<file path="src/rtl/hazard_scoreboard_if.sv">
// ID-stage to hazard-unit signal bundle: instruction decode fields in, pipeline controls out.
// The master side is the decode stage; the slave side is the hazard scoreboard.
interface hazard_scoreboard_if #(
    parameter int unsigned NUM_REGS = 32,
    parameter int unsigned REG_W    = 5
);
    logic                i_id_valid;
    logic [REG_W-1:0]    i_id_rs;
    logic [REG_W-1:0]    i_id_rt;
    logic                i_id_uses_rs;
    logic                i_id_uses_rt;
    logic                i_id_is_load;
    logic [REG_W-1:0]    i_id_dest;
    logic                i_id_is_halt;
    logic                i_take_branch;
    logic                i_mem_wait;
    logic                o_stall;
    logic                o_flush_id_ex;
    logic                o_flush_if_id;
    logic                o_halt;
    logic                o_draining;
    logic [NUM_REGS-1:0] o_busy_mask;

    modport master (
        output i_id_valid, i_id_rs, i_id_rt, i_id_uses_rs, i_id_uses_rt,
               i_id_is_load, i_id_dest, i_id_is_halt, i_take_branch, i_mem_wait,
        input  o_stall, o_flush_id_ex, o_flush_if_id, o_halt, o_draining, o_busy_mask
    );

    modport slave (
        input  i_id_valid, i_id_rs, i_id_rt, i_id_uses_rs, i_id_uses_rt,
               i_id_is_load, i_id_dest, i_id_is_halt, i_take_branch, i_mem_wait,
        output o_stall, o_flush_id_ex, o_flush_if_id, o_halt, o_draining, o_busy_mask
    );
endinterface

</file>
<file path="src/rtl/hazard_scoreboard.sv">
// Per-register load scoreboard with memory-wait freeze, hazard-gated branch flush
// and a RUN -> DRAIN -> HALTED shutdown sequence.
module hazard_scoreboard #(
    parameter int unsigned NUM_REGS     = 32,
    parameter int unsigned REG_W        = 5,
    parameter int unsigned LOAD_LAT     = 1,
    parameter int unsigned DRAIN_CYCLES = 4
) (
    input logic                 i_clk,
    input logic                 i_rst,
    hazard_scoreboard_if.slave  bus
);
    localparam int unsigned CNT_W  = $clog2(LOAD_LAT + 1);
    localparam int unsigned ADDR_N = 2 ** REG_W;

    typedef enum logic [1:0] {
        S_RUN,
        S_DRAIN,
        S_HALTED
    } state_e;

    state_e              state_q, state_d;
    logic [3:0]          drain_q, drain_d;
    logic [CNT_W-1:0]    busy_q [NUM_REGS];
    logic [CNT_W-1:0]    busy_d [NUM_REGS];
    logic [NUM_REGS-1:0] busy_vec;
    logic [ADDR_N-1:0]   busy_ext;
    logic                run;
    logic                halt_seen;
    logic                load_hazard;
    logic                issue;
    logic                load_set;

    always_comb begin
        for (int unsigned r = 0; r < NUM_REGS; r++) begin
            busy_vec[r] = (busy_q[r] != '0);
        end
        // Zero-extend to the full address space so any rs/rt code indexes safely.
        busy_ext                 = '0;
        busy_ext[NUM_REGS-1:0]   = busy_vec;
        busy_ext[0]              = 1'b0;
    end

    always_comb begin
        run         = (state_q == S_RUN);
        halt_seen   = bus.i_id_valid && bus.i_id_is_halt;
        load_hazard = run && bus.i_id_valid &&
                      ((bus.i_id_uses_rs && busy_ext[bus.i_id_rs]) ||
                       (bus.i_id_uses_rt && busy_ext[bus.i_id_rt]));
        issue       = run && bus.i_id_valid && !load_hazard &&
                      !bus.i_mem_wait && !bus.i_id_is_halt;
        load_set    = issue && bus.i_id_is_load && (bus.i_id_dest != '0);
    end

    always_comb begin
        for (int unsigned r = 0; r < NUM_REGS; r++) begin
            busy_d[r] = busy_q[r];
            if (r == 0) begin
                busy_d[r] = '0;
            end else if (!bus.i_mem_wait) begin
                // A new load to a still-counting register reloads the full latency.
                if (load_set && (REG_W'(r) == bus.i_id_dest)) begin
                    busy_d[r] = CNT_W'(LOAD_LAT);
                end else if (busy_q[r] != '0) begin
                    busy_d[r] = busy_q[r] - CNT_W'(1);
                end
            end
        end
    end

    always_comb begin
        state_d = state_q;
        drain_d = drain_q;
        unique case (state_q)
            S_RUN: begin
                if (halt_seen && !bus.i_mem_wait) begin
                    state_d = S_DRAIN;
                    drain_d = 4'(DRAIN_CYCLES - 1);
                end
            end
            S_DRAIN: begin
                if (!bus.i_mem_wait) begin
                    if (drain_q == '0) begin
                        state_d = S_HALTED;
                    end else begin
                        drain_d = drain_q - 4'd1;
                    end
                end
            end
            S_HALTED: begin
                state_d = S_HALTED;
            end
            default: begin
                state_d = S_RUN;
            end
        endcase
    end

    always_ff @(posedge i_clk or posedge i_rst) begin
        if (i_rst) begin
            state_q <= S_RUN;
            drain_q <= '0;
            for (int unsigned r = 0; r < NUM_REGS; r++) begin
                busy_q[r] <= '0;
            end
        end else begin
            state_q <= state_d;
            drain_q <= drain_d;
            for (int unsigned r = 0; r < NUM_REGS; r++) begin
                busy_q[r] <= busy_d[r];
            end
        end
    end

    always_comb begin
        bus.o_stall       = bus.i_mem_wait || load_hazard || !run || halt_seen;
        bus.o_flush_id_ex = !bus.i_mem_wait && (load_hazard || !run || halt_seen);
        bus.o_flush_if_id = run && bus.i_take_branch && !load_hazard && !bus.i_mem_wait;
        bus.o_halt        = (state_q == S_HALTED);
        bus.o_draining    = (state_q == S_DRAIN);
        bus.o_busy_mask   = busy_vec;
    end
endmodule

</file>
<file path="src/flat_wrapper.sv">
// flat-port wrapper written by rule: the top's interface ports become plain ports
module hazard_scoreboard_flat 
#(
    parameter int unsigned NUM_REGS     = 32,
    parameter int unsigned REG_W        = 5,
    parameter int unsigned LOAD_LAT     = 1,
    parameter int unsigned DRAIN_CYCLES = 4
)
  (i_clk, i_rst, bus_i_id_valid, bus_i_id_rs, bus_i_id_rt, bus_i_id_uses_rs, bus_i_id_uses_rt, bus_i_id_is_load, bus_i_id_dest, bus_i_id_is_halt, bus_i_take_branch, bus_i_mem_wait, bus_o_stall, bus_o_flush_id_ex, bus_o_flush_if_id, bus_o_halt, bus_o_draining, bus_o_busy_mask);
  hazard_scoreboard_if #(.NUM_REGS(NUM_REGS), .REG_W(REG_W)) bus_i ();
  input logic i_clk;
  input logic i_rst;
  input wire logic [$bits(bus_i.i_id_valid)-1:0] bus_i_id_valid;
  input wire logic [$bits(bus_i.i_id_rs)-1:0] bus_i_id_rs;
  input wire logic [$bits(bus_i.i_id_rt)-1:0] bus_i_id_rt;
  input wire logic [$bits(bus_i.i_id_uses_rs)-1:0] bus_i_id_uses_rs;
  input wire logic [$bits(bus_i.i_id_uses_rt)-1:0] bus_i_id_uses_rt;
  input wire logic [$bits(bus_i.i_id_is_load)-1:0] bus_i_id_is_load;
  input wire logic [$bits(bus_i.i_id_dest)-1:0] bus_i_id_dest;
  input wire logic [$bits(bus_i.i_id_is_halt)-1:0] bus_i_id_is_halt;
  input wire logic [$bits(bus_i.i_take_branch)-1:0] bus_i_take_branch;
  input wire logic [$bits(bus_i.i_mem_wait)-1:0] bus_i_mem_wait;
  output wire logic [$bits(bus_i.o_stall)-1:0] bus_o_stall;
  output wire logic [$bits(bus_i.o_flush_id_ex)-1:0] bus_o_flush_id_ex;
  output wire logic [$bits(bus_i.o_flush_if_id)-1:0] bus_o_flush_if_id;
  output wire logic [$bits(bus_i.o_halt)-1:0] bus_o_halt;
  output wire logic [$bits(bus_i.o_draining)-1:0] bus_o_draining;
  output wire logic [$bits(bus_i.o_busy_mask)-1:0] bus_o_busy_mask;
  assign bus_i.i_id_valid = bus_i_id_valid;
  assign bus_i.i_id_rs = bus_i_id_rs;
  assign bus_i.i_id_rt = bus_i_id_rt;
  assign bus_i.i_id_uses_rs = bus_i_id_uses_rs;
  assign bus_i.i_id_uses_rt = bus_i_id_uses_rt;
  assign bus_i.i_id_is_load = bus_i_id_is_load;
  assign bus_i.i_id_dest = bus_i_id_dest;
  assign bus_i.i_id_is_halt = bus_i_id_is_halt;
  assign bus_i.i_take_branch = bus_i_take_branch;
  assign bus_i.i_mem_wait = bus_i_mem_wait;
  assign bus_o_stall = bus_i.o_stall;
  assign bus_o_flush_id_ex = bus_i.o_flush_id_ex;
  assign bus_o_flush_if_id = bus_i.o_flush_if_id;
  assign bus_o_halt = bus_i.o_halt;
  assign bus_o_draining = bus_i.o_draining;
  assign bus_o_busy_mask = bus_i.o_busy_mask;
  hazard_scoreboard #(.NUM_REGS(NUM_REGS), .REG_W(REG_W), .LOAD_LAT(LOAD_LAT), .DRAIN_CYCLES(DRAIN_CYCLES)) u_core (.i_clk(i_clk), .i_rst(i_rst), .bus(bus_i));
endmodule
</file>
<file path="config.mk">
export PLATFORM = sky130hd
export DESIGN_NAME = hazard_scoreboard_flat
export DESIGN_NICKNAME = d
export VERILOG_FILES = /design/src/rtl/hazard_scoreboard_if.sv /design/src/rtl/hazard_scoreboard.sv /design/src/flat_wrapper.sv
export SDC_FILE = /design/constraint.sdc
export NUM_CORES = 1
export LEC_CHECK = 0
export BUFFER_PORTS_ARGS = -buffer_cell sky130_fd_sc_hd__buf_2
export CAP_MARGIN = 25
export CORE_ASPECT_RATIO = 1.1
export CORE_MARGIN = 5
export CORE_UTILIZATION = 40
export DETAILED_ROUTE_END_ITERATION = 7
export PLACE_DENSITY = 0.65
export SETUP_SLACK_MARGIN = 0.02
export SYNTH_ARGS = -nofsm -noshare
export SYNTH_HDL_FRONTEND = slang
export SYNTH_SLANG_ARGS = --single-unit
</file>
<file path="constraint.sdc">
create_clock -name i_clk -period 2.1 [get_ports i_clk]
set_clock_uncertainty 0.1 [all_clocks]
set_input_delay 0.21 -clock i_clk [delete_from_list [all_inputs] [get_ports i_clk]]
set_output_delay 0.21 -clock i_clk [all_outputs]
set_load 0.02 [all_outputs]
</file>
**Word-level counts from Yosys, hierarchy flattened**

Cells that the tools add are included.

- Logic and storage cells: 240
- Latch bits: 0
- Memories: 0
- Input bits: 24
- Memory bits (read-only): 0
- RAM bits: 0
- Output and inout port bits: 37
- Bits in registers: 37

- Multipliers: 0
- Muxes and demuxes: 74
- Reductions and logical operators: 62
- Shifts and indexed selects: 0
- $add $sub $neg: 32
- Magnitude comparators: 2
- Equal/unequal tests: 37
- Divide/modulo/power cells: 0
- Bitwise gates (word level): 0

Operators by type and width:

| operator | number |
|---|---|
| 5-bit == test (first input constant) | 16 |
| 1-bit two-way mux | 64 |
| 1-bit logical AND | 46 |
| 4-bit by 5-bit == test with 1-bit output (first input constant) | 8 |
| 1-bit subtractor (second input constant) | 31 |
| 3-bit by 5-bit == test with 1-bit output (first input constant) | 4 |
| 5-bit by 6-bit < comparator with 1-bit output (second input constant) | 2 |
| 4-bit two-way mux | 3 |
| 1-bit binary-select mux with 5-bit select | 2 |
| 2-bit by 5-bit == test with 1-bit output (first input constant) | 2 |
| 4-bit case mux with 2 select lines | 1 |
| 1-bit logical OR | 6 |
| 2-bit two-way mux | 3 |
| 2-bit inequality test (second input constant) | 3 |
| 2-bit case mux with 3 select lines | 1 |
| 1-bit by 5-bit == test with 1-bit output (first input constant) | 1 |
| 5-bit nonzero test | 1 |
| 1-bit zero test | 4 |
| 4-bit zero test | 1 |
| 4-bit AND reduction | 1 |
| 4-bit by 1-bit subtractor with 4-bit output (second input constant) | 1 |
| 3-bit AND reduction | 1 |
| 2-bit by 1-bit == test with 1-bit output (second input constant) | 1 |
| 2-bit == test (second input constant) | 1 |
| 3 further kinds | 3 |

**Depth between registers and ports, before layout**

- Depth in word-level cells: 13
- Mapped depth: 8
- Gate-level depth less buffers: 7

**Worst setup path before layout**

OpenSTA, ideal clock, no wires.

- Path type: reg2out
- Start point: reg u_core.busy_q (netlist bit u_core.bus.o_busy_mask[23])
- End point: out bus_o_flush_if_id
- Arrival time: 2213 ps
- Slack: -423 ps
- Cell stages (with the launch flop): 7
- Path buffers: 1
- Cells stage by stage: dfrtp_1 -> mux4_2 -> mux4_2 -> o21ai_1 -> o22ai_2 -> buf_2 -> a21oi_1

- Longest elaborated chain between the ends: 8

RTL lines:

| item | line | text |
|---|---|---|
| start: declaration | hazard_scoreboard.sv:24 | `logic [CNT_W-1:0] busy_q [NUM_REGS];` |
| start signal: indexed assignment | hazard_scoreboard.sv:110 | `busy_q[r] <= busy_d[r];` |
| 1-bit binary-select mux with 5-bit select (on tied branches) | hazard_scoreboard.sv:48, hazard_scoreboard.sv:49 |  |
| 1-bit two-way mux (on tied branches) | hazard_scoreboard.sv:48, hazard_scoreboard.sv:49 |  |
| 1-bit logical AND (on tied branches) | hazard_scoreboard.sv:48, hazard_scoreboard.sv:49 |  |
| 1-bit logical OR (*) | hazard_scoreboard.sv:48 | `((bus.i_id_uses_rs && busy_ext[bus.i_id_rs]) \|\|` |
| 1-bit logical AND (*) | hazard_scoreboard.sv:47 | `load_hazard = run && bus.i_id_valid &&` |
| 1-bit zero test (*) | hazard_scoreboard.sv:118 | `bus.o_flush_if_id = run && bus.i_take_branch && !load_hazard && !bus.i_mem_wait;` |
| 1-bit logical AND (*) (2 in series) | hazard_scoreboard.sv:118 |  |
| end: declaration | flat_wrapper.sv:25 | `output wire logic [$bits(bus_i.o_flush_if_id)-1:0] bus_o_flush_if_id;` |

Every way passes the cells marked *; elsewhere a longest branch is shown, timed or not. The select of a mux whose other input is x is not followed.

**Worst setup path in the final report**

Same ends and word-level chain as after synthesis.

==> results.yml <==
outcome:
  status: "finished, violations left"
  violations: "setup timing"
route:
  drtIter0Drc: 138
  antenna_left: 0
  wire_per_inst_um: 16.5
  drt_first_pass_iters: 4
  vias_per_cell: 5.49
  vias: 2378
  wl_mm: 7.14
  drc: 0
finish:
  n_antenna_cell: 0
  stdcell_area_um2: 3460
  fill_cells: 519
  syn_to_final_growth_pct: 42.8
  drive_gt1_share_pct: 48.6
  layout.nets: 384
  instances_no_fill: 433
cts:
  cts-root-buf: "clkbuf_8"
  cts-buffers-inserted: 5
  tritoncts: "built"
  clk-insertion-delay-late_ns: 0.29
  cts.clk_slew.worst_paths_ns: 0.08
  htree_levels: 2
  clock_sinks: 37
  cts_buffer_depth: 2
power_and_ir_drop:
  p_per_area_nw_per_um2: 497
  p_leak_nw: 1.66
  totalPowerFinal_mw: 1.72
  irDropWorstVdd_uv: 301
synth:
  synth_top_area_share_pct: 38.2
  synth_warnings: 0
  ys_seq_area_share_pct: 38.2
  async_flop_share_pct: 100
  synth_area_um2: 2420
  synth_edf_count: 0
  syn_inst: 263
  synth-seq-cells: 37
  avgSynthCellArea_um2: 9.21
  yosysUniqueCellTypes: 38
  synth_area_leaders: "dfrtp_1 (38%), mux4_2 (10%), nand2_1 (7.1%), o21ai_0 (7.0%), mux2i_1 (4.1%)"
  synth_most_common_cell: "nand2_1"
  synth_common_cells: "nand2_1 (46), dfrtp_1 (37), o21ai_0 (34)"
  synth_nets: 292
  yosysTopAreaCell: "dfrtp_1"
  ys.flop_type: "dfrtp_1"
timing:
  period_needed_ns: 2.65
  slew_headroom_pct: 53.6
  worst_slew_pin_slew_ns: 0.694
  slew_violations: 0
  setup_viol: 34
  fin_setup_tns_ns: -11.60
  hold_viol: 0
  period_share_pct: 126
  rsz0062_at_grt: "yes"
  setup_ws_ns: -0.555
  fmax_ghz: 0.377
worst_setup_path:
  cp-end-kind: "output port"
  reg2reg_depth: 8
  critPathRequiredTime_ns: 1.79
  path_class: "reg -> out"
  reg2reg_from: "u_core.bus.o_busy_mask[23]"
  arrival_ns: 2.34
  r2r_slack_ns: -0.44
  r2r-end: "u_core.bus.o_busy_mask[11]"
  setup.worst_path.start_class: "register"
  critPathMaxFanout: 4
hold_path:
  hold_path_depth: 4
  min_from: "bus_i_id_dest[3]"
  hp-class: "in -> reg"
  hold-path-endpoint: "u_core.bus.o_busy_mask[6]"
global_route:
  grt_pass1_vias: 2305
  grt_pass1_wl_mm: 11.2
  antenna_found_initial: 0
  grt_overflow: 0
  grt_usage_pct: 17.8
  grt_util_met1_pct: 23.4
  use_met3_pct: 3.67
  grt_max_degree: 38
  use_met2_pct: 30.0
  top_usage_layer: "met2"
placed_design:
  dp_hpwl_mm: 5.13
  placed_area_um2: 3070
  gp_congestion: 0.845
  place_ws_ns: -0.333
  port-buffer-count: 59
  dp.cells: 418
floorplan:
  dieArea_um2: 7710
  initial_core_util_pct: 41.5
  die_h_um: 91.6
  core_um2: 5840
  rows: 29
  die_w_um: 84.2
  ioPinCount: 61
flow_run:
  max_cap_viol_count: 0
[repair_timing]
action                                 CTS  global route
buffers inserted                         3             1
pin swaps                                4             2
hold buffers                             1             0
resized for setup                       41            24
setup endpoints to repair               33            34
cloned                                   0             2
endpoints found under the hold margin   37             0
[registers in the layout (all words and copies together), names as in the netlist]
signal                  count
u_core.bus.o_busy_mask     31
u_core.drain_q              4
u_core.state_q              2
[per-stage QoR]
stage	hold slack, ns	util, %
finish	0.225	59.2
detailed placement	0.245	52.6
CTS	0.212	56.8
global route	0.245	59.2
global placement	0.246	52.6
floorplan	0.289	-
[cells by family after synthesis]
group / Yosys count / share of synthesized area (%)
AOI/OAI and AO/OA: 55 / 13.6
adders and majority gates: 5 / 2.58
buffers and inverters: 31 / 5.68
DFF: 37 / 38.2
muxes: 25 / 16.2
other: 1 / 0.155
and+or+nand+nor: 109 / 23.6
[worst max-delay path by stage]
stage	from	end	slack [ns]	cells past startpoint
detailed placement	bus_i_id_rt[0]	bus_o_flush_if_id	-0.33	8
floorplan	u_core.bus.o_busy_mask[23]	bus_o_stall	-0.21	6
global route	u_core.bus.o_busy_mask[23]	bus_o_flush_if_id	-0.64	7
global placement	bus_i_id_rt[0]	bus_o_flush_if_id	-0.31	8
CTS	u_core.bus.o_busy_mask[23]	bus_o_flush_if_id	-0.60	7
finish	u_core.bus.o_busy_mask[23]	bus_o_flush_if_id	-0.55	7
[cell type report]
class                           instances  area (um2)  area share (%)
Multi-Input combinational cell        195        1520            43.8
Sequential cell                        37         935            27.0
Timing Repair Buffer                  110         753            21.8
Tap cell                               77        96.3            2.78
Clock buffer                            5        68.8            1.99
Clock inverter                          3        68.8            1.99
Inverter                                6        22.5           0.651
[cells in the final DEF, fill, tap and decap left out, types with 6 or more instances in the layout]
| cell | Yosys | layout |
|---|---|---|
| o21ai_2 | 0 | 22 |
| dfrtp_2 | 0 | 7 |
| dfrtp_1 | 37 | 30 |
| nand4b_1 | 11 | 11 |
| mux4_2 | 11 | 11 |
| buf_2 | 5 | 56 |
| o21ai_0 | 34 | 9 |
| inv_1 | 6 | 6 |
| nor2b_1 | 12 | 12 |
| nand4_1 | 16 | 16 |
| mux2i_1 | 10 | 10 |
| nand2_1 | 46 | 46 |
| buf_4 | 2 | 44 |
| nor2_1 | 8 | 8 |
| buf_6 | 1 | 6 |
[routing by layer]
layer	share of wire, %	routed length [um]
met3	6.6	472
met2	51	3630
met5	0	0
met1	41	2960
met4	1.2	85
[critical path, cell delays in order, from the launching register on]
cell and delay [ns]:
dfrtp_2 0.42, mux4_2 0.48, mux4_2 0.48, o21ai_2 0.17, o22ai_4 0.12, buf_6 0.15
a21oi_4 0.11, buf_6 0.13
[power by group]
group          switching (mW)  total (mW)  internal, mW
combinational           0.149       0.253         0.104
sequential                  0       0.712         0.712
clock                   0.275       0.754         0.478
total                   0.424        1.72          1.29
Power figures use the tool's default switching activity.
